--- config.mk ---
export PLATFORM = sky130hd
export DESIGN_NAME = out_port_sched_flat
export DESIGN_NICKNAME = d
export VERILOG_FILES = /design/src/rtl/out_port_sched_pkg.sv /design/src/rtl/out_port_sched_if.sv /design/src/rtl/out_port_sched_rr_pick5.sv /design/src/rtl/out_port_sched.sv /design/src/flat_wrapper.sv
export SDC_FILE = /design/constraint.sdc
export NUM_CORES = 1
export LEC_CHECK = 0
export ABC_AREA = 1
export CAP_MARGIN = 20
export CELL_PAD_IN_SITES_DETAIL_PLACEMENT = 0
export CELL_PAD_IN_SITES_GLOBAL_PLACEMENT = 1
export CORE_ASPECT_RATIO = 1.2
export CORE_MARGIN = 1
export CORE_UTILIZATION = 44
export CTS_BUF_LIST = sky130_fd_sc_hd__clkbuf_4
export CTS_CLUSTER_SIZE = 14
export DETAILED_ROUTE_END_ITERATION = 7
export GPL_TIMING_DRIVEN = 0
export PLACE_DENSITY_LB_ADDON = 0.12
export SETUP_SLACK_MARGIN = 0.3
export SYNTH_ARGS = -nofsm -noshare
export SYNTH_HDL_FRONTEND = slang
export SYNTH_SLANG_ARGS = --single-unit
--- constraint.sdc ---
create_clock -name clk -period 8.9 [get_ports clk]
set_input_delay 1.335 -clock clk [delete_from_list [all_inputs] [get_ports clk]]
set_output_delay 1.335 -clock clk [all_outputs]
set_load 0.005 [all_outputs]
--- src/rtl/out_port_sched_pkg.sv ---
// Shared types, port-index constants and rotation helpers for the per-output-port scheduler.
package out_port_sched_pkg;

    localparam int NUM_PORTS = 5;
    localparam int SEL_W     = 3;

    typedef logic [NUM_PORTS-1:0] port_vec_t;
    typedef logic [SEL_W-1:0]     port_idx_t;

    // Bit order of every request/grant vector: [4]=N [3]=S [2]=E [1]=W [0]=PE
    localparam port_idx_t P_N  = 3'd4;
    localparam port_idx_t P_S  = 3'd3;
    localparam port_idx_t P_E  = 3'd2;
    localparam port_idx_t P_W  = 3'd1;
    localparam port_idx_t P_PE = 3'd0;

    typedef enum logic {
        VC0 = 1'b0,
        VC1 = 1'b1
    } vc_e;

    // Next port in the downward rotation N->S->E->W->PE->N.
    function automatic port_idx_t rot_succ(input port_idx_t idx);
        return (idx == P_PE) ? P_N : idx - 3'd1;
    endfunction

    function automatic port_vec_t idx_to_oh(input port_idx_t idx);
        port_vec_t oh;
        oh      = '0;
        oh[idx] = 1'b1;
        return oh;
    endfunction

endpackage

--- src/rtl/out_port_sched_if.sv ---
// Request/grant bundle between the five input ports and one output-port scheduler.
interface out_port_sched_if;
    import out_port_sched_pkg::*;

    logic       polarity;
    port_vec_t  req_vc0;
    port_vec_t  req_vc1;
    logic [1:0] outbuf_full;
    port_vec_t  gnt;
    logic       gnt_vc;
    logic       gnt_valid;
    port_idx_t  xbar_sel;

    modport master (
        output polarity, req_vc0, req_vc1, outbuf_full,
        input  gnt, gnt_vc, gnt_valid, xbar_sel
    );

    modport slave (
        input  polarity, req_vc0, req_vc1, outbuf_full,
        output gnt, gnt_vc, gnt_valid, xbar_sel
    );

endinterface

--- src/rtl/out_port_sched_rr_pick5.sv ---
// Combinational round-robin picker: first set request at or below the pointer, wrapping PE->N.
module rr_pick5
    import out_port_sched_pkg::*;
(
    input  port_vec_t req_i,
    input  port_vec_t ptr_i,
    output port_vec_t win_oh_o,
    output port_idx_t win_idx_o,
    output logic      found_o
);

    port_idx_t start;

    always_comb begin
        // NOTE: every combinational output gets a default first so no path leaves it unassigned (no latch).
        start = P_N;
        for (int i = 0; i < NUM_PORTS; i++) begin
            if (ptr_i[i]) start = port_idx_t'(i);
        end
    end

    always_comb begin
        int        j;
        port_idx_t cand;
        logic      found;
        j         = 0;
        cand      = '0;
        found     = 1'b0;
        win_oh_o  = '0;
        win_idx_o = '0;
        for (int k = 0; k < NUM_PORTS; k++) begin
            j = int'(start) - k;
            if (j < 0) j = j + NUM_PORTS;
            cand = port_idx_t'(j);
            if (!found && req_i[cand]) begin
                found     = 1'b1;
                win_idx_o = cand;
                win_oh_o  = idx_to_oh(cand);
            end
        end
        found_o = found;
    end

endmodule

--- src/rtl/out_port_sched.sv ---
// Output-port scheduler: serves one VC per cycle (chosen by polarity) with an independent
// round-robin pointer per VC, issuing registered one-hot grants and crossbar select.
module out_port_sched
    import out_port_sched_pkg::*;
(
    input  logic             clk,
    input  logic             reset,
    out_port_sched_if.slave  bus
);

    port_idx_t ptr0_q, ptr0_d;
    port_idx_t ptr1_q, ptr1_d;
    port_vec_t gnt_q, gnt_d;
    vc_e       gnt_vc_q, gnt_vc_d;
    logic      gnt_valid_q, gnt_valid_d;
    port_idx_t xbar_sel_q, xbar_sel_d;

    port_vec_t win0_oh, win1_oh;
    port_idx_t win0_idx, win1_idx;
    logic      found0, found1;

    rr_pick5 u_pick_vc0 (
        .req_i     (bus.req_vc0),
        .ptr_i     (idx_to_oh(ptr0_q)),
        .win_oh_o  (win0_oh),
        .win_idx_o (win0_idx),
        .found_o   (found0)
    );

    rr_pick5 u_pick_vc1 (
        .req_i     (bus.req_vc1),
        .ptr_i     (idx_to_oh(ptr1_q)),
        .win_oh_o  (win1_oh),
        .win_idx_o (win1_idx),
        .found_o   (found1)
    );

    vc_e       vc_sel;
    logic      eligible;
    port_vec_t win_oh;
    port_idx_t win_idx;

    always_comb begin
        vc_sel   = vc_e'(bus.polarity);
        win_oh   = (vc_sel == VC1) ? win1_oh  : win0_oh;
        win_idx  = (vc_sel == VC1) ? win1_idx : win0_idx;
        // A full output buffer on the served VC overrides any request arriving with it.
        eligible = ((vc_sel == VC1) ? found1 : found0) && !bus.outbuf_full[vc_sel];

        gnt_d       = '0;
        gnt_valid_d = 1'b0;
        gnt_vc_d    = gnt_vc_q;
        xbar_sel_d  = xbar_sel_q;
        ptr0_d      = ptr0_q;
        ptr1_d      = ptr1_q;

        if (eligible) begin
            gnt_d       = win_oh;
            gnt_valid_d = 1'b1;
            gnt_vc_d    = vc_sel;
            xbar_sel_d  = win_idx;
            if (vc_sel == VC1) ptr1_d = rot_succ(win_idx);
            else               ptr0_d = rot_succ(win_idx);
        end
    end

    // NOTE: state registers use non-blocking assignments so every flop samples pre-edge values.
    always_ff @(posedge clk) begin
        if (reset) begin
            gnt_q       <= '0;
            gnt_vc_q    <= VC0;
            gnt_valid_q <= 1'b0;
            xbar_sel_q  <= '0;
            ptr0_q      <= P_N;
            ptr1_q      <= P_N;
        end else begin
            gnt_q       <= gnt_d;
            gnt_vc_q    <= gnt_vc_d;
            gnt_valid_q <= gnt_valid_d;
            xbar_sel_q  <= xbar_sel_d;
            ptr0_q      <= ptr0_d;
            ptr1_q      <= ptr1_d;
        end
    end

    assign bus.gnt       = gnt_q;
    assign bus.gnt_vc    = gnt_vc_q;
    assign bus.gnt_valid = gnt_valid_q;
    assign bus.xbar_sel  = xbar_sel_q;

endmodule

--- src/flat_wrapper.sv ---
// flat-port wrapper written by rule: the top's interface ports become plain ports
module out_port_sched_flat import out_port_sched_pkg::*;
  (clk, reset, bus_polarity, bus_req_vc0, bus_req_vc1, bus_outbuf_full, bus_gnt, bus_gnt_vc, bus_gnt_valid, bus_xbar_sel);
  out_port_sched_if bus_i ();
  input  logic clk;
  input  logic reset;
  input wire logic [$bits(bus_i.polarity)-1:0] bus_polarity;
  input wire logic [$bits(bus_i.req_vc0)-1:0] bus_req_vc0;
  input wire logic [$bits(bus_i.req_vc1)-1:0] bus_req_vc1;
  input wire logic [$bits(bus_i.outbuf_full)-1:0] bus_outbuf_full;
  output wire logic [$bits(bus_i.gnt)-1:0] bus_gnt;
  output wire logic [$bits(bus_i.gnt_vc)-1:0] bus_gnt_vc;
  output wire logic [$bits(bus_i.gnt_valid)-1:0] bus_gnt_valid;
  output wire logic [$bits(bus_i.xbar_sel)-1:0] bus_xbar_sel;
  assign bus_i.polarity = bus_polarity;
  assign bus_i.req_vc0 = bus_req_vc0;
  assign bus_i.req_vc1 = bus_req_vc1;
  assign bus_i.outbuf_full = bus_outbuf_full;
  assign bus_gnt = bus_i.gnt;
  assign bus_gnt_vc = bus_i.gnt_vc;
  assign bus_gnt_valid = bus_i.gnt_valid;
  assign bus_xbar_sel = bus_i.xbar_sel;
  out_port_sched u_core (.clk(clk), .reset(reset), .bus(bus_i));
endmodule
======== Yosys cells after proc, flatten, opt, wreduce, memory -nomap -nowiden ========
Cells that the tools add are included.
cells by class
  add/sub/neg operators ................... 19
  $lt $le $gt $ge ......................... 35
  mux-type cells .......................... 101
  bitwise operators ....................... 2
  reduce and logical (&&, ||, !) cells .... 34
operators by type and width
  cell                   number
  $mux W3                32
  $mux W5                11
  $lt A3 B4 Y1 const B   12
  $demux W1 S3           12
  $ge A3 B1 Y1 const B   12
  $mux W1                36
  $lt A4 B1 Y1 const B   8
  $add A3 B3 Y3 const B  10
  $bmux W1 S3            10
  $logic_and A1 B1 Y1    21
  $sub A3 B2 Y4 const B  4
  $logic_not A1 Y1       9
  $sub A3 B1 Y4 const B  2
  $sub A3 B3 Y4 const B  2
  $lt A3 B1 Y1 const B   2
  $reduce_and A2 Y1      2
  $logic_not A3 Y1       1
  $sub A3 B1 Y3 const B  1
  $lt A1 B2 Y1 const B   1
  $not A1 Y1             2
  $reduce_or A2 Y1       1
storage, ports and cells
  bits in registers ....................... 16
  output and inout bits ................... 10
  word-level logic and storage cells ...... 197

======== Longest topological paths before layout ========
  word-level depth ........................ 30
  depth in mapped cells ................... 26
  depth with buffers taken out ............ 25

======== By module ========
A second synthesis with hierarchy kept.
unflattened totals
  cells, all modules ...................... 568
  area total of the unflattened synthesis .. 3,318.2 um2
modules (own cells, without submodules)
  module                        instances  cells an instance  area an instance (um2)  sequential area each (um2)
  rr_pick5 (u_core.u_pick_vc0)  1          232                1,321.3                 0.0
  rr_pick5 (u_core.u_pick_vc1)  1          227                1,198.6                 0.0
  out_port_sched                1          109                798.3                   320.3

======== Worst setup path before layout ========
OpenSTA, ideal clock, no wires.
  path type ............................... input-to-reg
  start point ............................. input port bus_req_vc1[1]
  end point ............................... register u_core.ptr1_q[2]
  data arrival time ....................... 2,941 ps
  setup slack ............................. 5,885 ps
  stages on the path ...................... 15
  buffers on the path ..................... 0
  cells stage by stage .................... inv_1 o21ai_0 nor2_1 o21ai_2 nor2_2 nand2_1 nor2_2 nand2_1 nor2_1 nor2_1 nand2_1 o21ai_2 and3_1 ha_1 o21ai_0
on the way
  longest elaborated chain between the ends .. 18
  elaborated cells on any way between the ends .. 35
ends and longest elaborated chain
  element                                              line                                        source
  from (decl)                                          flat_wrapper.sv:9                           input wire logic [$bits(bus_i.req_vc1)-1:0] bus_req_vc1;
  $bmux W1 S3                                          out_port_sched_rr_pick5.sv:35               if (!found && req_i[cand]) begin
  $mux W1 (implied by the code)                        out_port_sched_rr_pick5.sv:35
  $mux W1                                              out_port_sched_rr_pick5.sv:35
  $logic_not A1 Y1                                     out_port_sched_rr_pick5.sv:35
  $logic_and A1 B1 Y1                                  out_port_sched_rr_pick5.sv:35
  $mux W1                                              out_port_sched_rr_pick5.sv:35
  $logic_not A1 Y1                                     out_port_sched_rr_pick5.sv:35
  $logic_and A1 B1 Y1                                  out_port_sched_rr_pick5.sv:35
  (+2 left out)                                        -
  $logic_and A1 B1 Y1                                  out_port_sched_rr_pick5.sv:35
  $mux W1                                              out_port_sched_rr_pick5.sv:35
  $logic_not A1 Y1                                     out_port_sched_rr_pick5.sv:35
  $logic_and A1 B1 Y1                                  out_port_sched_rr_pick5.sv:35
  $mux W3 / $mux W1 (equally long branches)            out_port_sched_rr_pick5.sv:35
  $mux W3 / $mux W1 (equally long branches)            out_port_sched.sv:46, out_port_sched.sv:48
  $sub A3 B1 Y3 (tied with other cells)                out_port_sched_pkg.sv:24                    return (idx == P_PE) ? P_N : idx - 3'd1;
  $mux W3 / $reduce_and A2 Y1 (equally long branches)  -
  to (signal assigned)                                 out_port_sched.sv:82                        ptr1_q <= ptr1_d;
  to (decl)                                            out_port_sched.sv:12                        port_idx_t ptr1_q, ptr1_d;
Parallel ways exist; a longest one is shown, timed or not. The select of a mux whose other input is x is not followed.
A chain may end at the register's enable or synchronous reset.

======== Worst setup path after layout ========
  start point ............................. register u_core.ptr1_q[2]
  end point ............................... register u_core.ptr1_q[2]
on the way
  longest elaborated chain between the ends .. 29
  elaborated cells on any way between the ends .. 64
ends and longest elaborated chain
  element                                                                    line                           source
  $lt A3 B4 Y1 (implied by the code) / $ge A3 B1 Y1 (equally long branches)  out_port_sched_pkg.sv:30       oh[idx] = 1'b1;
  $logic_and A1 B1 Y1 (implied by the code)                                  out_port_sched_pkg.sv:30
  $mux W1 (implied by the code)                                              out_port_sched_pkg.sv:30
  $demux W1 S3 *                                                             -
  $mux W3 (4 in series)                                                      out_port_sched_rr_pick5.sv:18  if (ptr_i[i]) start = port_idx_t'(i);
  $mux W3 *                                                                  out_port_sched_rr_pick5.sv:18
  parallel branches: the longest is 20 deep, another holds $sub A3 B1 Y4     -
Every way passes the cells marked *. The select of a mux whose other input is x is not followed.

==> run summary <==
Antenna Cells: 0
Post-Synthesis Cells: 448
Class of the worst hold path: flop to flop
Buffers on Ports: 24
Clock share of power: 9.7%
Worst setup skew after layout: 0.00285 ns
Site Rows: 30
Slew of the pin with the lowest slew margin: 0.405 ns
Pin count of the biggest net entering global routing: 12
Cell Pwr Density: 139 nW/um2
Number of pins with negative max-slew slack in the final report: 0
Yosys top cell area share: 16.8%
Clock sink total: 16
Die boundary width: 72.3 um
XOR/XNOR Fraction of Synth Area: 1.01%
Worst vdd rail ir drop: 0.0000953 V
Sequential cell fraction of total power: 20.8%
Flops & latches, synth: 16
Placeable Area: 5710 um2
Buffers inserted during post-CTS setup optimization: 0
Worst max-slew margin expressed relative to the limit: 72.8%
Clock-pin slew on the worst setup and hold paths: 0.09 ns
Type of the worst setup path: flop to flop
Placed cell count: 552
Fill cell count: 599
CTS Buf Count: 3
Worst R2R Path Depth: 20
Post-cts resize count: 0
Global route overflow: 0
Outcome: completed
Via density per instance: 5.18
Fraction of the mapped netlist area in adder cells: 8.14%
Largest family of logic cells by synthesized area: simple AND/OR/NAND/NOR gates
Final Hold Fails: 0
Sequential cell area: 320 um2
Count of cells along the worst hold path: 1
Gpl congestion: 0.948
Leading cell types in the layout, fill and taps excluded: nand2_1 (117), nand3_1 (57), inv_1 (54)
Insertion delay to the later sink of the worst-skew pair: 0.29 ns
Maximum level of the CTS H-tree: 1
I/O pin count: 25
Count of hold-fix buffers inserted at cts: 0
DRT Wirelength: 7480 um
Crit path max fanout: 9
Mapped Area: 2610 um2
Cell taking the most area after synthesis: nand2_1
Detailed router's first-iteration violation count: 145
Finish-stage setup viols: 0
Count of flip-flops with a built-in enable after synthesis: 0
Max Root-Sink Buffers: 2
Ys flop type: dfxtp_1
Global-route wire length before repair: 12900 um
Total global routing track utilization: 25.8%
Total negative slack: 0 ns
Cell leakage power: 1.44 nW
Most common cell after layout, fill and taps aside: nand2_1
Per-instance average area after synthesis: 5.83 um2
Cell-internal power: 0.193 mW
Routed wirelength normalized by instance count: 13.4 um
Final non-filler cell total: 556
Root buffer cell: clkbuf_4
Switch share: 53.3%
Synth area leaders: nand2_1 (17%), dfxtp_1 (12%), nand3_1 (11%), ha_1 (8.1%), inv_1 (7.8%)
First-pass detailed-route iteration total: 4
Period utilisation layout: 41.6%
Number of different library cells in the post-synthesis netlist: 45
Net switching component of the power: 0.221 mW
Starting Density: 45.8%
TritonCTS clock tree: built
Fraction of registers with async set or reset after synthesis: 0%
Synth Area in Simple Gates: 52.5%
Required @ worst endpoint: 9.12 ns
Die Height: 86.4 um
Critical path endpoint category: flop
Number of nets produced by synthesis: 480
Vias: 2879
Complex-gate fraction of the synthesized area: 13.7%
Nets: 509
Worst path arrival time: 3.92 ns
Count of synthesis-stage warnings from yosys: 0
Time the worst path needs with I/O delays and setup: 3.70 ns
Initial antenna violation count: 0
Highest achievable clock rate: 270 MHz
Reported max-cap violation count: 0
Critical path launch point type: flop
Multi-input combinational cell area: 1980 um2
DRC viols: 0
Number of global-route vias before repair: 2836
Number of routed nets with antenna violations: 0
Fraction of the yosys area taken by sequential cells: 12.3%
Final HPWL DP: 6310 um
Synth-to-Final Area Change: 14.0%
Mux cell area share after synthesis: 0.383%
Setup repair after global routing missed its margin: no
Area of the die: 6250 um2
Share of power burned in combinational logic: 69.5%
Fraction of final layout cells with drive strength greater than 1: 12.6%
[layer usage]
layer  vias to the layer above  wire [um]  GRT usage [%]
li1                       1525          -              -
met1                      1259       3230           30.1
met2                        69       3770           46.6
met3                        26        173           2.56
met4                         0        308           12.3
met5                         -          0              0
[metrics by stage]
stage | setup slack, ns | util [%] | hold WS (ns) | cell area [um2] | total power, mW
5_1_grt | 4.86 | 52.2 | 0.500 | 2980 | 0.453
2_1_floorplan | 5.88 | - | 0.464 | 2610 | 0.299
4_1_cts | 5.19 | 52.2 | 0.485 | 2980 | 0.414
3_5_place_dp | 4.98 | 51.8 | 0.461 | 2950 | 0.373
6_report | 5.20 | 52.2 | 0.479 | 2980 | 0.414
3_3_place_gp | 5.01 | 51.8 | 0.449 | 2950 | 0.373
[layout make-up]
cell class / count / share of cell area [%]
multi-input cells: 359 / 66.4
flip-flops and latches: 16 / 10.8
inverters: 68 / 9.07
repair buffers: 24 / 8.06
well taps: 80 / 3.36
plain buffers: 5 / 1.43
clock buffers: 3 / 0.756
clock inverters: 1 / 0.126
[cell usage after synthesis, types with 2 or more instances]
master	number
clkinv_1	2
nand4_1	13
nor3_1	10
nand2_8	3
o22ai_1	3
nand3_1	57
nand2_1	117
xnor2_1	2
o21ai_1	4
o211ai_1	3
o21a_1	2
o21ai_0	19
o31ai_1	2
inv_2	10
a21oi_1	16
nor2_1	42
nor2_4	4
nand2_2	10
inv_1	54
buf_6	3
and3_1	2
ha_1	17
dfxtp_1	16
nor2_2	14
o21ai_2	3
[power by group through the flow]
stage               clock (mW)  combinational (mW)  sequential, mW
finish                  0.0401               0.288          0.0861
detailed placement           0               0.285          0.0877
CTS                     0.0420               0.286          0.0859
global placement             0               0.285          0.0876
global route            0.0448               0.322          0.0868
floorplan                    0               0.212          0.0868
[cell families (layout without fill, tap and decap cells)]
| group | count (synthesis) | count (layout) |
|---|---|---|
| flip-flops | 16 | 16 |
| AO/OA/AOI/OAI | 59 | 59 |
| XOR/XNOR | 3 | 3 |
| buffers and inverters | 73 | 101 |
| adder cells (fa/ha/maj) | 17 | 17 |
| multiplexers | 1 | 1 |
| AND/OR/NAND/NOR | 279 | 279 |
[registers in the layout (all words and copies together), names as in the netlist]
signal                count
u_core.bus.gnt_vc         1
u_core.ptr0_q             3
u_core.ptr1_q             3
u_core.bus.gnt            5
u_core.bus.xbar_sel       3
u_core.bus.gnt_valid      1
[worst paths after layout]
check | start | to | slack (ns)
worst max-delay path | u_core.ptr1_q[2] | u_core.ptr1_q[2] | 5.20
worst min-delay path | u_core.bus.gnt_vc | u_core.bus.gnt_vc | 0.48
worst max register to register | u_core.ptr1_q[2] | u_core.ptr1_q[2] | 5.20
worst min register to register | u_core.bus.gnt_vc | u_core.bus.gnt_vc | 0.48
[worst max-delay path, cell delays in order (launching register included)]
cell,delay (ns)
dfxtp_1,0.32
buf_6,0.14
inv_4,0.11
nand2_1,0.20
ha_1,0.33
ha_1,0.29
clkbuf_1,0.32
o21ai_0,0.20
nand2_1,0.11
nand2_1,0.07
a21oi_1,0.22
nand2_1,0.11
nor2_2,0.13
nand2_1,0.10
nor2_1,0.13
nor2_1,0.05
nand2_1,0.07
o21ai_2,0.08
and3_1,0.15
ha_1,0.31
o21ai_0,0.18
Power figures use the tool's default switching activity.
